## src/rtl/usb_pkg.sv

```systemverilog
// Shared USB link-layer definitions: PID codes, link-control states and
// small PID classification helpers.
package usb_pkg;

    localparam logic [3:0] PID_OUT   = 4'b0001;
    localparam logic [3:0] PID_IN    = 4'b1001;
    localparam logic [3:0] PID_SOF   = 4'b0101;
    localparam logic [3:0] PID_SETUP = 4'b1101;
    localparam logic [3:0] PID_ACK   = 4'b0010;
    localparam logic [3:0] PID_NAK   = 4'b1010;
    localparam logic [3:0] PID_STALL = 4'b1110;

    typedef enum logic [2:0] {
        LC_IDLE,
        LC_TOK_CHK,
        LC_RX_DATA,
        LC_WAIT_RESP,
        LC_TX_HS,
        LC_TX_DATA,
        LC_WAIT_HS
    } link_state_e;

    function automatic logic is_token(logic [3:0] pid);
        return (pid == PID_OUT) || (pid == PID_IN) || (pid == PID_SETUP);
    endfunction

    // States that wait on the bus or the transfer layer and must time out.
    function automatic logic is_wait_state(link_state_e s);
        return (s == LC_RX_DATA) || (s == LC_WAIT_RESP) || (s == LC_TX_HS) ||
               (s == LC_TX_DATA) || (s == LC_WAIT_HS);
    endfunction

endpackage

```

## src/rtl/usb_link_ctrl_if.sv

```systemverilog
// Signal bundle between the link controller, usb_link_rx, the handshake
// transmitter and the transfer layer.
interface usb_link_ctrl_if;

    logic       rx_pid_en;
    logic [3:0] rx_pid;
    logic       crc5_err;
    logic       rx_lt_eop;
    logic       crc16_err;
    logic       tl_resp_valid;
    logic [3:0] tl_resp_pid;
    logic       tl_data_done;
    logic       tx_done;

    logic       rx_handshake_on;
    logic       tx_hs_start;
    logic [3:0] tx_pid;
    logic       tl_data_start;
    logic       tl_setup;
    logic       sof_pulse;
    logic       trans_ok;
    logic       trans_err;
    logic       timeout;

    modport slave (
        input  rx_pid_en, rx_pid, crc5_err, rx_lt_eop, crc16_err,
               tl_resp_valid, tl_resp_pid, tl_data_done, tx_done,
        output rx_handshake_on, tx_hs_start, tx_pid, tl_data_start, tl_setup,
               sof_pulse, trans_ok, trans_err, timeout
    );

    modport master (
        output rx_pid_en, rx_pid, crc5_err, rx_lt_eop, crc16_err,
               tl_resp_valid, tl_resp_pid, tl_data_done, tx_done,
        input  rx_handshake_on, tx_hs_start, tx_pid, tl_data_start, tl_setup,
               sof_pulse, trans_ok, trans_err, timeout
    );

endinterface

```

## src/rtl/usb_turnaround_timer.sv

```systemverilog
// Bus-turnaround timer: counts enabled cycles and flags the terminal count
// so a waiting state can give up after TO_CYCLES cycles.
module usb_turnaround_timer #(
    parameter int unsigned      CNT_W     = 16,
    parameter logic [CNT_W-1:0] TO_CYCLES = 16'd600
) (
    input  logic clk,
    input  logic rst,
    input  logic clr,
    input  logic en,
    output logic expired
);

    localparam logic [CNT_W-1:0] LAST = TO_CYCLES - CNT_W'(1);

    logic [CNT_W-1:0] cnt_q;
    logic [CNT_W-1:0] cnt_d;

    always_comb begin
        cnt_d = cnt_q;
        if (clr) begin
            cnt_d = '0;
        end else if (en) begin
            cnt_d = cnt_q + CNT_W'(1);
        end
    end

    // NOTE: state registers use non-blocking assignments so every flop samples
    // pre-edge values; the reset branch is synchronous (inside the clocked block).
    always_ff @(posedge clk) begin
        if (!rst) begin
            cnt_q <= '0;
        end else begin
            cnt_q <= cnt_d;
        end
    end

    assign expired = en && (cnt_q == LAST);

endmodule

```

## src/rtl/usb_link_ctrl.sv

```systemverilog
// Device-side USB link-layer transaction sequencer: token decode, data and
// handshake sequencing, and turnaround timeouts back to idle.
module usb_link_ctrl
    import usb_pkg::*;
#(
    parameter int unsigned      CNT_W     = 16,
    parameter logic [CNT_W-1:0] TO_CYCLES = 16'd600
) (
    input  logic          clk,
    input  logic          rst,
    usb_link_ctrl_if.slave bus
);

    link_state_e state_q, state_d;
    logic [3:0]  tok_pid_q, tok_pid_d;
    logic        tok_late_q, tok_late_d;
    logic [3:0]  tx_pid_q, tx_pid_d;
    logic        tl_setup_q, tl_setup_d;
    logic        rx_handshake_on_q, rx_handshake_on_d;
    logic        tx_hs_start_q, tx_hs_start_d;
    logic        tl_data_start_q, tl_data_start_d;
    logic        sof_pulse_q, sof_pulse_d;
    logic        trans_ok_q, trans_ok_d;
    logic        trans_err_q, trans_err_d;
    logic        timeout_q, timeout_d;

    logic timer_clr;
    logic timer_en;
    logic timer_expired;

    assign timer_clr = (state_d != state_q);
    assign timer_en  = is_wait_state(state_q);

    usb_turnaround_timer #(
        .CNT_W    (CNT_W),
        .TO_CYCLES(TO_CYCLES)
    ) u_timer (
        .clk    (clk),
        .rst    (rst),
        .clr    (timer_clr),
        .en     (timer_en),
        .expired(timer_expired)
    );

    // NOTE: every variable gets a default before the case so no path leaves
    // one unassigned, which would infer a latch.
    always_comb begin
        state_d         = state_q;
        tok_pid_d       = tok_pid_q;
        tok_late_d      = 1'b0;
        tx_pid_d        = tx_pid_q;
        tl_setup_d      = tl_setup_q;
        tx_hs_start_d   = 1'b0;
        tl_data_start_d = 1'b0;
        sof_pulse_d     = 1'b0;
        trans_ok_d      = 1'b0;
        trans_err_d     = 1'b0;
        timeout_d       = 1'b0;

        case (state_q)
            LC_IDLE: begin
                if (bus.rx_pid_en) begin
                    if (is_token(bus.rx_pid)) begin
                        tok_pid_d  = bus.rx_pid;
                        tl_setup_d = (bus.rx_pid == PID_SETUP);
                        state_d    = LC_TOK_CHK;
                    end else if (bus.rx_pid == PID_SOF) begin
                        sof_pulse_d = 1'b1;
                    end
                end
            end
            // Two cycles here let the late CRC5 verdict of the token arrive.
            LC_TOK_CHK: begin
                if (bus.crc5_err) begin
                    state_d = LC_IDLE;
                end else if (!tok_late_q) begin
                    tok_late_d = 1'b1;
                end else if (tok_pid_q == PID_IN) begin
                    tl_data_start_d = 1'b1;
                    state_d         = LC_TX_DATA;
                end else begin
                    state_d = LC_RX_DATA;
                end
            end
            LC_RX_DATA: begin
                if (bus.rx_lt_eop) begin
                    if (bus.crc16_err) begin
                        trans_err_d = 1'b1;
                        state_d     = LC_IDLE;
                    end else begin
                        state_d = LC_WAIT_RESP;
                    end
                end
            end
            LC_WAIT_RESP: begin
                if (bus.tl_resp_valid) begin
                    tx_pid_d      = bus.tl_resp_pid;
                    tx_hs_start_d = 1'b1;
                    state_d       = LC_TX_HS;
                end
            end
            LC_TX_HS: begin
                if (bus.tx_done) begin
                    trans_ok_d  = (tx_pid_q == PID_ACK);
                    trans_err_d = (tx_pid_q != PID_ACK);
                    state_d     = LC_IDLE;
                end
            end
            LC_TX_DATA: begin
                if (bus.tl_data_done) begin
                    state_d = LC_WAIT_HS;
                end
            end
            LC_WAIT_HS: begin
                if (bus.rx_pid_en) begin
                    trans_ok_d  = (bus.rx_pid == PID_ACK);
                    trans_err_d = (bus.rx_pid != PID_ACK);
                    state_d     = LC_IDLE;
                end
            end
            default: state_d = LC_IDLE;
        endcase

        // Every exit event changes state, so an unchanged state means the exit
        // event was absent and the terminal count may fire.
        if (timer_expired && (state_d == state_q)) begin
            timeout_d = 1'b1;
            state_d   = LC_IDLE;
        end

        if (state_d == LC_IDLE) begin
            tl_setup_d = 1'b0;
        end
        rx_handshake_on_d = (state_d == LC_WAIT_HS);
    end

    always_ff @(posedge clk) begin
        if (!rst) begin
            state_q           <= LC_IDLE;
            tok_pid_q         <= 4'b0000;
            tok_late_q        <= 1'b0;
            tx_pid_q          <= 4'b0000;
            tl_setup_q        <= 1'b0;
            rx_handshake_on_q <= 1'b0;
            tx_hs_start_q     <= 1'b0;
            tl_data_start_q   <= 1'b0;
            sof_pulse_q       <= 1'b0;
            trans_ok_q        <= 1'b0;
            trans_err_q       <= 1'b0;
            timeout_q         <= 1'b0;
        end else begin
            state_q           <= state_d;
            tok_pid_q         <= tok_pid_d;
            tok_late_q        <= tok_late_d;
            tx_pid_q          <= tx_pid_d;
            tl_setup_q        <= tl_setup_d;
            rx_handshake_on_q <= rx_handshake_on_d;
            tx_hs_start_q     <= tx_hs_start_d;
            tl_data_start_q   <= tl_data_start_d;
            sof_pulse_q       <= sof_pulse_d;
            trans_ok_q        <= trans_ok_d;
            trans_err_q       <= trans_err_d;
            timeout_q         <= timeout_d;
        end
    end

    assign bus.rx_handshake_on = rx_handshake_on_q;
    assign bus.tx_hs_start     = tx_hs_start_q;
    assign bus.tx_pid          = tx_pid_q;
    assign bus.tl_data_start   = tl_data_start_q;
    assign bus.tl_setup        = tl_setup_q;
    assign bus.sof_pulse       = sof_pulse_q;
    assign bus.trans_ok        = trans_ok_q;
    assign bus.trans_err       = trans_err_q;
    assign bus.timeout         = timeout_q;

endmodule

```

## src/flat_wrapper.sv

```systemverilog
// flat-port wrapper written by rule: the top's interface ports become plain ports
module usb_link_ctrl_flat import usb_pkg::*;
#(
    parameter int unsigned      CNT_W     = 16,
    parameter logic [CNT_W-1:0] TO_CYCLES = 16'd600
)
  (clk, rst, bus_rx_pid_en, bus_rx_pid, bus_crc5_err, bus_rx_lt_eop, bus_crc16_err, bus_tl_resp_valid, bus_tl_resp_pid, bus_tl_data_done, bus_tx_done, bus_rx_handshake_on, bus_tx_hs_start, bus_tx_pid, bus_tl_data_start, bus_tl_setup, bus_sof_pulse, bus_trans_ok, bus_trans_err, bus_timeout);
  usb_link_ctrl_if bus_i ();
  input  logic clk;
  input  logic rst;
  input wire logic [$bits(bus_i.rx_pid_en)-1:0] bus_rx_pid_en;
  input wire logic [$bits(bus_i.rx_pid)-1:0] bus_rx_pid;
  input wire logic [$bits(bus_i.crc5_err)-1:0] bus_crc5_err;
  input wire logic [$bits(bus_i.rx_lt_eop)-1:0] bus_rx_lt_eop;
  input wire logic [$bits(bus_i.crc16_err)-1:0] bus_crc16_err;
  input wire logic [$bits(bus_i.tl_resp_valid)-1:0] bus_tl_resp_valid;
  input wire logic [$bits(bus_i.tl_resp_pid)-1:0] bus_tl_resp_pid;
  input wire logic [$bits(bus_i.tl_data_done)-1:0] bus_tl_data_done;
  input wire logic [$bits(bus_i.tx_done)-1:0] bus_tx_done;
  output wire logic [$bits(bus_i.rx_handshake_on)-1:0] bus_rx_handshake_on;
  output wire logic [$bits(bus_i.tx_hs_start)-1:0] bus_tx_hs_start;
  output wire logic [$bits(bus_i.tx_pid)-1:0] bus_tx_pid;
  output wire logic [$bits(bus_i.tl_data_start)-1:0] bus_tl_data_start;
  output wire logic [$bits(bus_i.tl_setup)-1:0] bus_tl_setup;
  output wire logic [$bits(bus_i.sof_pulse)-1:0] bus_sof_pulse;
  output wire logic [$bits(bus_i.trans_ok)-1:0] bus_trans_ok;
  output wire logic [$bits(bus_i.trans_err)-1:0] bus_trans_err;
  output wire logic [$bits(bus_i.timeout)-1:0] bus_timeout;
  assign bus_i.rx_pid_en = bus_rx_pid_en;
  assign bus_i.rx_pid = bus_rx_pid;
  assign bus_i.crc5_err = bus_crc5_err;
  assign bus_i.rx_lt_eop = bus_rx_lt_eop;
  assign bus_i.crc16_err = bus_crc16_err;
  assign bus_i.tl_resp_valid = bus_tl_resp_valid;
  assign bus_i.tl_resp_pid = bus_tl_resp_pid;
  assign bus_i.tl_data_done = bus_tl_data_done;
  assign bus_i.tx_done = bus_tx_done;
  assign bus_rx_handshake_on = bus_i.rx_handshake_on;
  assign bus_tx_hs_start = bus_i.tx_hs_start;
  assign bus_tx_pid = bus_i.tx_pid;
  assign bus_tl_data_start = bus_i.tl_data_start;
  assign bus_tl_setup = bus_i.tl_setup;
  assign bus_sof_pulse = bus_i.sof_pulse;
  assign bus_trans_ok = bus_i.trans_ok;
  assign bus_trans_err = bus_i.trans_err;
  assign bus_timeout = bus_i.timeout;
  usb_link_ctrl #(.CNT_W(CNT_W), .TO_CYCLES(TO_CYCLES)) u_core (.clk(clk), .rst(rst), .bus(bus_i));
endmodule
```

## config.mk

```make
export PLATFORM = sky130hd
export DESIGN_NAME = usb_link_ctrl_flat
export DESIGN_NICKNAME = d
export VERILOG_FILES = /design/src/rtl/usb_pkg.sv /design/src/rtl/usb_link_ctrl_if.sv /design/src/rtl/usb_turnaround_timer.sv /design/src/rtl/usb_link_ctrl.sv /design/src/flat_wrapper.sv
export SDC_FILE = /design/constraint.sdc
export NUM_CORES = 1
export LEC_CHECK = 0
export ABC_AREA = 1
export ABC_CLOCK_PERIOD_IN_PS = 1750
export CAP_MARGIN = 0
export CORE_ASPECT_RATIO = 0.6
export CORE_UTILIZATION = 49
export CTS_CLUSTER_DIAMETER = 50
export CTS_CLUSTER_SIZE = 20
export DETAILED_ROUTE_END_ITERATION = 8
export PLACE_DENSITY = 0.76
export SYNTH_ARGS = -nofsm -noshare
export SYNTH_HDL_FRONTEND = slang
export SYNTH_SLANG_ARGS = --single-unit
```

## constraint.sdc

```tcl
create_clock -name clk -period 1.75 [get_ports clk]
set_input_delay 0.2625 -clock clk [delete_from_list [all_inputs] [get_ports clk]]
set_output_delay 0.2625 -clock clk [all_outputs]
set_load 0.05 [all_outputs]
```

==> results.txt <==
----------------------------------------------------
[Status]
  Outcome ... finished, violations left
  Violations in the final reports ... DRC, setup timing

[Setup path]
  Max stage delay on crit path ... 0.55 ns
  R2r endpoint ... u_core.bus.timeout
  Critical path's top delay family ... simple AND/OR/NAND/NOR gates
  Startpoint class of the critical path ... input pin
  Critical-path maximum fanout ... 4
  Beginning of the worst register-to-register path ... u_core.state_q[1]
  Max stage delay cell, worst path ... sky130_fd_sc_hd__clkdlybuf4s50_1
  Length in cells of the worst reg-to-reg path ... 10
  Minimum setup slack among reg-to-reg paths ... -0.29 ns
  Worst setup path startpoint ... bus_tl_resp_valid
  Critical Path End Type ... flop
  Cells along the critical path ... clkdlybuf4s50_1, inv_1, nand2_1, nand3_1, nor2_1, inv_1, nand2_1, nand3_1, nor2_1, nand2_1, nor2_1
  Setup Crit Path Kind ... input pin to flop
  Data required, critical path ... 1.97 ns
  Worst endpoint data arrival time ... 2.28 ns
  Worst path bufs/invs ... 3

[Power]
  P_int ... 1182 uW
  Part of the total power dissipated in combinational logic ... 12.0%
  Max rail drop VDD ... 0.3779 mV
  Switch Pwr ... 404.6 uW
  Sequential power share ... 51.9%
  Clock power share ... 36.1%
  Power consumption ... 1586 uW
  Net switching fraction of the power ... 25.51%
  Leak pwr ... 0.001292 uW
  Power density over cell area ... 519.5 nW/um^2

[Cells and area]
  Fraction of layout instances using a drive strength above 1 ... 40.80%
  Number of antenna cells inserted ... 0
  Synthesis-to-layout area growth ... 52.31%
  Post-layout utilization of the core ... 80.63%
  NumNets Final ... 366

[Synth]
  Area share of the leading cell type in the synthesized netlist ... 35.96%
  Largest area contributor in the synthesized netlist ... sky130_fd_sc_hd__dfxtp_1
  Sequential cell area fraction in the yosys report ... 35.96%
  Ys flop type ... sky130_fd_sc_hd__dfxtp_1
  Adder-cell area share of the yosys netlist ... 0.6242%
  Netlist Area Pre-Place ... 2004 sq um
  Post-synthesis share of cell area spent on xor and xnor gates ... 6.554%
  Per-instance average area after synthesis ... 7.739 sq um
  Fraction of the mapped netlist area in compound gates ... 5.119%
  Number of distinct library cell variants in the gate-level netlist after synthesis ... 38
  Seq cells post-synth ... 36
  Synth async-reset ratio ... 0%
  Multiplexer share of the synthesized area ... 0.4994%
  Synthesis warning total ... 0
  EDFF count, synth ... 0
  Number of cells produced by synthesis ... 259
  Net Count, Synth ... 277
  Dominant combinational cell family by area after synthesis ... simple AND/OR/NAND/NOR gates
  Area share of and/or/nand/nor cells after synthesis ... 41.20%
  Most area-consuming cells after synthesis ... sky130_fd_sc_hd__dfxtp_1 36%, sky130_fd_sc_hd__nand2_1 6.4%, sky130_fd_sc_hd__inv_1 5.8%

[Global route]
  Global-route wire length before repair ... 10,230 um
  Total Routing Usage GR ... 31.05%
  Largest net degree at the start of global routing ... 14
  Via count of the first global-routing pass ... 2,155
  Total congestion overflow after global routing ... 0
  Antenna violations before repair ... 0

[Clocking]
  Root Buffer ... sky130_fd_sc_hd__clkbuf_8
  Hold buffers post-CTS ... 0
  Max Buffers Root-to-Sink ... 2
  Sinks on the clock net ... 36
  Clock tree from TritonCTS ... built
  CTS Buf Count ... 5
  Clock network latency to the later pin of the worst-skew pair ... 0.29 ns
  Clk slew on worst S/H paths ... 0.07 ns
  Count of H-tree levels built during CTS ... 2

[Floorplanning]
  Initial core utilization ... 52.94%
  Std-Cell Core Area ... 3786 sq um
  Die height ... 51.54 um
  Die boundary width ... 84.57 um
  Row count ... 17
  Top-level port count ... 29
  Floorplan die area ... 4359 sq um

[Route]
  Post-Route WL ... 7505 um
  Count of TritonRoute iterations in the first routing pass ... 7
  DR WL/cell ... 19.00 um
  Detail-routed via count per cell ... 5.929
  Number of remaining DRC errors ... 2
  Number of nets still failing antenna checks after routing ... 0
  Total via count in the routed design ... 2,342
  Initial DRC Count ... 297

[Placed design]
  Half-perimeter wire length after detailed placement ... 3870 um
  Count of buffers from port buffering ... 28
  Final weighted congestion in routability-driven placement ... 0.8640
  Worst Setup Slack post-DPL ... -0.3766 ns

[Timing]
  Final critical-path required period ... 2.062 ns
  Worst-case hold slack ... 0.4685 ns
  Peak Freq ... 485.0 MHz
  Final Max Slew Viols ... 0
  Final critical-path setup slack ... -0.3118 ns
  Tightest slew margin relative to the limit ... 66.80%
  Hold violation total from the final report ... 0
  Unrepaired setup endpoints after global routing ... yes
  Setup skew after layout ... 0.008067 ns
  Finish-stage setup viols ... 22
  Share of the cycle needed by the critical path after routing ... 117.8%
  Slew at the pin closest to its max-slew limit ... 0.4971 ns

[Worst hold path]
  Worst Hold Depth ... 2
  Class of the worst hold path ... flop to flop
  Launch point of the worst hold path ... u_core.tok_pid_q[1]
  Capture endpoint of the worst hold path ... u_core.tok_pid_q[1]

[Run]
  MaxCap Viol Count ... 0

----------------------------------------------------
[cell usage in the layout, fill, tap and decap left out, types with 2 or more instances in the layout]
| master | instances |
|---|---|
| sky130_fd_sc_hd__buf_4 | 55 |
| sky130_fd_sc_hd__nand2_1 | 32 |
| sky130_fd_sc_hd__dfxtp_1 | 31 |
| sky130_fd_sc_hd__inv_1 | 29 |
| sky130_fd_sc_hd__nor2_1 | 25 |
| sky130_fd_sc_hd__clkdlybuf4s50_1 | 23 |
| sky130_fd_sc_hd__nor3_2 | 17 |
| sky130_fd_sc_hd__nand3_1 | 16 |
| sky130_fd_sc_hd__xor2_1 | 12 |
| sky130_fd_sc_hd__nand2_4 | 9 |
| sky130_fd_sc_hd__nand2_2 | 9 |
| sky130_fd_sc_hd__nand4_1 | 7 |
| sky130_fd_sc_hd__a21oi_1 | 6 |
| sky130_fd_sc_hd__buf_6 | 6 |
| sky130_fd_sc_hd__nor2_4 | 5 |
| sky130_fd_sc_hd__nor2_2 | 5 |
| sky130_fd_sc_hd__nor3_1 | 5 |
| sky130_fd_sc_hd__clkbuf_8 | 5 |
| sky130_fd_sc_hd__nand3_4 | 4 |
| sky130_fd_sc_hd__nand3_2 | 3 |
| sky130_fd_sc_hd__inv_4 | 3 |
| sky130_fd_sc_hd__inv_2 | 3 |
| sky130_fd_sc_hd__o21ai_0 | 3 |
| sky130_fd_sc_hd__xnor2_1 | 3 |
| sky130_fd_sc_hd__dfxtp_4 | 3 |
| sky130_fd_sc_hd__a21oi_2 | 2 |
| sky130_fd_sc_hd__nand2_8 | 2 |
| sky130_fd_sc_hd__nor3_4 | 2 |
| sky130_fd_sc_hd__clkinv_2 | 2 |
| sky130_fd_sc_hd__nor4_1 | 2 |
| sky130_fd_sc_hd__dfxtp_2 | 2 |
[area by class of cell]
type / instances / area [sq um]
Clock inverter: 1 / 5.005
Multi-Input combinational cell: 182 / 1286
Inverter: 36 / 143.9
Tap cell: 47 / 58.81
Clock buffer: 6 / 72.57
Fill cell: 224 / 733.2
Timing Repair Buffer: 87 / 752.0
Sequential cell: 36 / 734.5
[through the flow]
stage | cells | area [sq um] | TNS, ns
3_3_place_gp | 376 | 2649 | -5.879
3_5_place_dp | 376 | 2649 | -6.453
4_1_cts | 395 | 2948 | -0.1938
2_1_floorplan | 259 | 2004 | 0
5_1_grt | 395 | 3053 | -6.465
6_report | 395 | 3053 | -4.485
[registers in the layout, indices dropped and copies added, names as in the netlist]
name and flops:
u_core.bus.rx_handshake_on 1, u_core.bus.sof_pulse 1, u_core.bus.timeout 1, u_core.bus.tl_data_start 1, u_core.bus.tl_setup 1, u_core.bus.trans_err 1, u_core.bus.trans_ok 1, u_core.bus.tx_hs_start 1
u_core.bus.tx_pid 4, u_core.state_q 3, u_core.tok_late_q 1, u_core.tok_pid_q 4, u_core.u_timer.cnt_q 16
[worst min-delay path: stages (launching register included)]
cell and delay (ns):
sky130_fd_sc_hd__dfxtp_1 0.32, sky130_fd_sc_hd__nand2_1 0.07, sky130_fd_sc_hd__nor2_1 0.04
[power by group through the flow]
| stage | registers (uW) | clock network (uW) | logic [uW] |
|---|---|---|---|
| finish | 823 | 572 | 191 |
| detailed placement | 846 | 0 | 147 |
| global placement | 846 | 0 | 144 |
| CTS | 823 | 564 | 177 |
| floorplan | 844 | 0 | 67.0 |
| global route | 823 | 606 | 201 |
[kinds of logic (layout without fill, tap and decap cells)]
family,after synthesis,in the layout
simple gates,147,148
buf+inv,42,130
flops,36,36
compound gates,17,17
xor+xnor,15,15
fa+ha+maj,1,1
mux,1,1
[metal layers]
| layer | vias up | GRT usage (%) | routed length (um) |
|---|---|---|---|
| met5 | - | 0 | 0 |
| met2 | 196 | 50.14 | 3202 |
| met1 | 1068 | 39.78 | 3059 |
| met4 | 0 | 15.54 | 482 |
| li1 | 1016 | - | - |
| met3 | 62 | 7.143 | 761 |
[how the worst max path moves through the flow]
| stage | cells past startpoint | end | slack, ns |
|---|---|---|---|
| floorplan | 13 | u_core.u_timer.cnt_q[1] | 0.05 |
| global placement | 12 | u_core.u_timer.cnt_q[2] | -0.32 |
| detailed placement | 13 | u_core.u_timer.cnt_q[2] | -0.38 |
| CTS | 13 | u_core.u_timer.cnt_q[1] | -0.03 |
| global route | 12 | u_core.bus.timeout | -0.38 |
| finish | 11 | u_core.bus.timeout | -0.31 |
[cells in the mapped netlist (2+ instances only)]
master and count:
sky130_fd_sc_hd__nor2_4 3, sky130_fd_sc_hd__nor2_2 4, sky130_fd_sc_hd__xnor2_1 3, sky130_fd_sc_hd__dfxtp_1 36, sky130_fd_sc_hd__nor2_1 28, sky130_fd_sc_hd__nor3_2 10, sky130_fd_sc_hd__nand2_2 13, sky130_fd_sc_hd__nor3_1 14
sky130_fd_sc_hd__inv_1 31, sky130_fd_sc_hd__xor2_1 12, sky130_fd_sc_hd__a21oi_1 7, sky130_fd_sc_hd__nand3_1 21, sky130_fd_sc_hd__o21ai_0 3, sky130_fd_sc_hd__nand2_4 4, sky130_fd_sc_hd__nand4_1 7, sky130_fd_sc_hd__nand2_1 34
sky130_fd_sc_hd__nor4_1 2, sky130_fd_sc_hd__inv_2 2, sky130_fd_sc_hd__inv_4 2, sky130_fd_sc_hd__buf_6 5
[what timing repair did]
item | CTS | global route
buffers inserted | 12 | 0
setup endpoints to repair | 22 | 23
pin swaps | 13 | 16
gates resized for setup | 35 | 24
cloned | 1 | 0
Power figures use the tool's default switching activity.
